$ cat config.mk
export PLATFORM = sky130hd
export DESIGN_NAME = tick_divider
export DESIGN_NICKNAME = d
export VERILOG_FILES = /design/src/rtl/tick_div_pkg.sv /design/src/rtl/tick_divider_div_count.sv /design/src/rtl/tick_divider.sv
export SDC_FILE = /design/constraint.sdc
export NUM_CORES = 1
export LEC_CHECK = 0
export BUFFER_PORTS_ARGS = -buffer_cell sky130_fd_sc_hd__buf_4
export CORE_MARGIN = 4
export CORE_UTILIZATION = 47
export DETAILED_ROUTE_END_ITERATION = 6
export GPL_TIMING_DRIVEN = 0
export PLACE_DENSITY = 0.66
export SYNTH_ARGS = -nofsm -noshare
export SYNTH_HDL_FRONTEND = slang
export SYNTH_SLANG_ARGS = --single-unit
export TNS_END_PERCENT = 30
$ cat constraint.sdc
create_clock -name clk -period 8.9 [get_ports clk]
set_clock_uncertainty 0.2 [all_clocks]
set_input_delay 1.335 -clock clk [delete_from_list [all_inputs] [get_ports clk]]
set_output_delay 1.335 -clock clk [all_outputs]
set_load 0.01 [all_outputs]
$ cat src/rtl/tick_div_pkg.sv
// tick_div_pkg: shared FSM, mode and divisor encodings for tick_divider
package tick_div_pkg;
    typedef enum logic {IDLE = 1'b0, RUN = 1'b1} state_t;
    localparam int MIN_DIV = 2;
    localparam logic MODE_PERIODIC = 1'b0;
    localparam logic MODE_ONESHOT = 1'b1;
endpackage

$ cat src/rtl/tick_divider_div_count.sv
// div_count: WIDTH-bit wrapping counter with sync clear, enable and terminal-count compare
module div_count #(
    parameter int WIDTH = 28
) (
    input  logic             clk,
    input  logic             clr,
    input  logic             en,
    input  logic [WIDTH-1:0] lim,
    output logic [WIDTH-1:0] q,
    output logic [WIDTH-1:0] nxt,
    output logic             tc
);
    assign tc  = q == lim - 1'b1;
    assign nxt = tc ? '0 : q + 1'b1;
    always_ff @(posedge clk) begin
        if (clr) q <= '0;
        else if (en) q <= nxt;
    end
endmodule

$ cat src/rtl/tick_divider.sv
// tick_divider: programmable divider producing a terminal-count tick and square wave,
// in periodic or one-shot mode
module tick_divider
    import tick_div_pkg::*;
#(
    parameter int WIDTH       = 28,
    parameter int DEFAULT_DIV = 100000000
) (
    input  logic             clk,
    input  logic             clr_l,
    input  logic             en,
    input  logic             mode,
    input  logic             start,
    input  logic             ld_l,
    input  logic [WIDTH-1:0] div_in,
    output logic [WIDTH-1:0] q,
    output logic             tick,
    output logic             sq,
    output logic             busy
);
    state_t           state;
    logic [WIDTH-1:0] divr, q_next;
    logic             tc, run;
    assign run  = state == RUN;
    assign tick = en & run & tc & ld_l;
    div_count #(.WIDTH(WIDTH)) u_cnt (
        .clk (clk),
        .clr (!clr_l | !ld_l),
        .en  (en & run & ld_l),
        .lim (divr),
        .q   (q),
        .nxt (q_next),
        .tc  (tc)
    );
    // The IDLE->RUN transition itself does not count; Q starts at 0 in RUN.
    always_ff @(posedge clk) begin
        if (!clr_l) begin
            state <= IDLE;
            divr  <= WIDTH'(DEFAULT_DIV);
            sq    <= 1'b0;
            busy  <= 1'b0;
        end else if (!ld_l) begin
            divr  <= (div_in < WIDTH'(MIN_DIV)) ? WIDTH'(MIN_DIV) : div_in;
            sq    <= 1'b0;
            state <= (mode == MODE_ONESHOT) ? IDLE : RUN;
            busy  <= mode != MODE_ONESHOT;
        end else if (en && run) begin
            sq <= q_next >= (divr >> 1);
            if (tc) begin
                state <= (mode == MODE_ONESHOT) ? IDLE : RUN;
                busy  <= mode != MODE_ONESHOT;
            end
        end else if (en && (mode == MODE_PERIODIC || start)) begin
            state <= RUN;
            busy  <= 1'b1;
        end
    end
endmodule

==> flow_summary.yaml <==
critical_path:
  path_max_fanout: 10
  reg2reg_from: "divr[3]"
  rrSetupSlack_ns: 3.05
  critPathRequiredTime_ns: 7.36
  r2r-end: "sq"
  cp-end-kind: "output pin"
  startpoint_type: "flip-flop"
  path_class: "flip-flop to output pin"
  r2r_cells: 18
  arrival_ns: 4.34
drt:
  num_vias: 5174
  drt-wirelength-per-cell_microns: 17.6
  drt_iter0_drc: 491
  viasPerCell: 5.77
  wl_mm: 15.8
  drc: 0
  drt_pass1_iterations: 5
  ant_nets: 0
timing:
  worstMarginPinSlew_ns: 1.27
  slew_viol_final: 0
  slew_headroom: 0.142
  setup_viol: 0
  max_freq_ghz: 0.170
  final.period_utilization: 0.660
  fin_crit_ns: 5.88
  tns_ns: 0
  fin_ws_ns: 3.02
  hold_viol: 0
  rsz0062_at_grt: "false"
placement:
  hpwl_mm: 12.4
  place_ws_ns: 3.32
  dp.cells: 881
  routabilityCongestion: 0.913
  port_buffers: 63
logic_synthesis:
  synth_top_area_cell: "dfxtp_1"
  ys_types: 68
  synth-edff-count: 0
  synthCells: 682
  syn_nets: 745
  synth_ff_type: "dfxtp_1"
  yosysWarnings: 0
  yosysTopAreaCellShare: 0.233
  synth-seq-cells: 58
  syn_area_sq_um: 4990
  ys_seq_area_frac: 0.233
  netlist_top_cells_area: "dfxtp_1 (23%), nand2_1 (7.7%), ha_1 (7.3%)"
  synth_area_per_cell_sq_um: 7.31
  synthArstFlopShare: 0
layout:
  n_antenna_cell: 0
  drive_gt1_frac: 0.154
  final_cells: 897
  nNetsFinal: 819
  layout_commonest_cell: "nand2_1"
  layout_common_cells: "nand2_1 (102), buf_4 (63), dfxtp_1 (58)"
  area_delta_synth_final_pct: 16.2
die:
  die_h_microns: 111
  start_util: 0.483
  die-area_sq_um: 12300
  core_area_sq_um: 10300
  rows: 37
  io_pins: 65
  die_x_microns: 111
clock_tree:
  holdBufCountCts: 0
  cts_tree: "yes"
  cts.path.max_buffers: 2
  cts_max_level: 3
  clock_sinks: 58
  path_clk_slew_ns: 0.06
  clk_latency_ns: 0.36
  cts_setup_buffers: 0
  cts_root_buf: "clkbuf_8"
  cts_buffers: 9
  cts_resized: 0
global_routing:
  grt_first_pass_wirelength_mm: 25.3
  grt_usage: 0.254
  grt_pass1_vias: 4964
  overflow: 0
  grt_start_max_net_pins: 11
  antenna_found_initial: 0
hold_path:
  min_path_type: "flip-flop to flip-flop"
  holdPathEnd: "divr[12]"
  hp-start: "divr[12]"
  holdPathStages: 2
run_status:
  status: "finished clean"
pwr:
  powerDensity_nw_per_um2: 104
  finalPower_mw: 0.602
  vdd_drop_max_mv: 0.0815
  p_leak_nw: 2.62
run:
  drv_cap: 0
[per-stage QoR]
step | cell area, sq um | hold slack (ns) | utilization
detailed placement | 5630 | 0.334 | 0.545
CTS | 5790 | 0.351 | 0.561
global placement | 5630 | 0.336 | 0.545
floorplan | 4990 | 0.283 | -
finish | 5790 | 0.349 | 0.561
global route | 5790 | 0.398 | 0.561
[state kept, by name, indices dropped and copies added, names as in the netlist]
name     flops
busy         1
u_cnt.q     28
sq           1
divr        28
[layer usage]
metal | part of all wire | vias to the layer above | global-route usage | wire length, microns
li1 | - | 2575 | - | -
met1 | 0.44 | 2418 | 0.330 | 6930
met2 | 0.48 | 152 | 0.431 | 7620
met3 | 0.057 | 29 | 0.0377 | 906
met4 | 0.024 | 0 | 0.0835 | 379
met5 | 0 | - | 0 | 0
[synth_stat cells, types with 2 or more instances]
cell	count
nand2_1	102
dfxtp_1	58
nor2_1	43
nor3_1	39
inv_1	38
clkbuf_1	37
and3_1	34
ha_1	29
o21ai_0	28
xnor2_1	28
o22ai_1	25
xor2_1	25
nand3_1	23
nor4_1	17
mux2i_1	16
nand4_1	15
a21oi_1	12
nor2_2	11
a21o_1	7
or3_1	6
buf_2	5
or2_2	5
a211oi_1	4
a31oi_1	4
o211ai_1	4
o31ai_1	4
or4_1	4
and2_1	3
buf_1	3
buf_6	3
nor3b_1	3
nor4_4	3
o21ai_1	3
a221oi_1	2
and4_1	2
nand4b_1	2
nor2b_1	2
o2111ai_1	2
o31a_1	2
[worst max-delay path, stage by stage (launching register included)]
cell	delay, ns
dfxtp_1	0.30
clkbuf_1	0.20
nor4_1	1.01
nand4_1	0.37
clkbuf_1	0.35
o21ai_0	0.25
nand4b_1	0.14
a32oi_1	0.27
nand4b_2	0.22
nor3_4	0.53
and3_1	0.25
buf_4	0.12
[report_power, final]
group | internal, mW | switching, mW
sequential | 0.268 | 0.0113
combinational | 0.0411 | 0.0605
clock | 0.108 | 0.114
[final cells by class]
class                   count  area, sq um
well taps                 136          170
multi-input cells         537         3460
flip-flops and latches     58         1160
repair buffers             63          473
inverters                  38          143
clock inverters             3         15.0
plain buffers              49          224
clock buffers              13          149
fillers                  1018         4530
[logic make-up after synthesis]
logic type | share of synthesized area
buf+inv | 0.0735
flops | 0.233
simple gates | 0.344
mux | 0.0344
fa+ha+maj | 0.0728
xor+xnor | 0.0931
compound gates | 0.150
[how the worst max path moves through the flow]
stage,startpoint,slack (ns),to
global placement,divr[3],3.27,sq
floorplan,divr[15],4.46,tick
global route,divr[3],2.62,tick
finish,divr[3],3.02,tick
detailed placement,divr[3],3.32,sq
CTS,divr[3],3.10,tick
No activity file was read; power rests on OpenSTA's default activity.
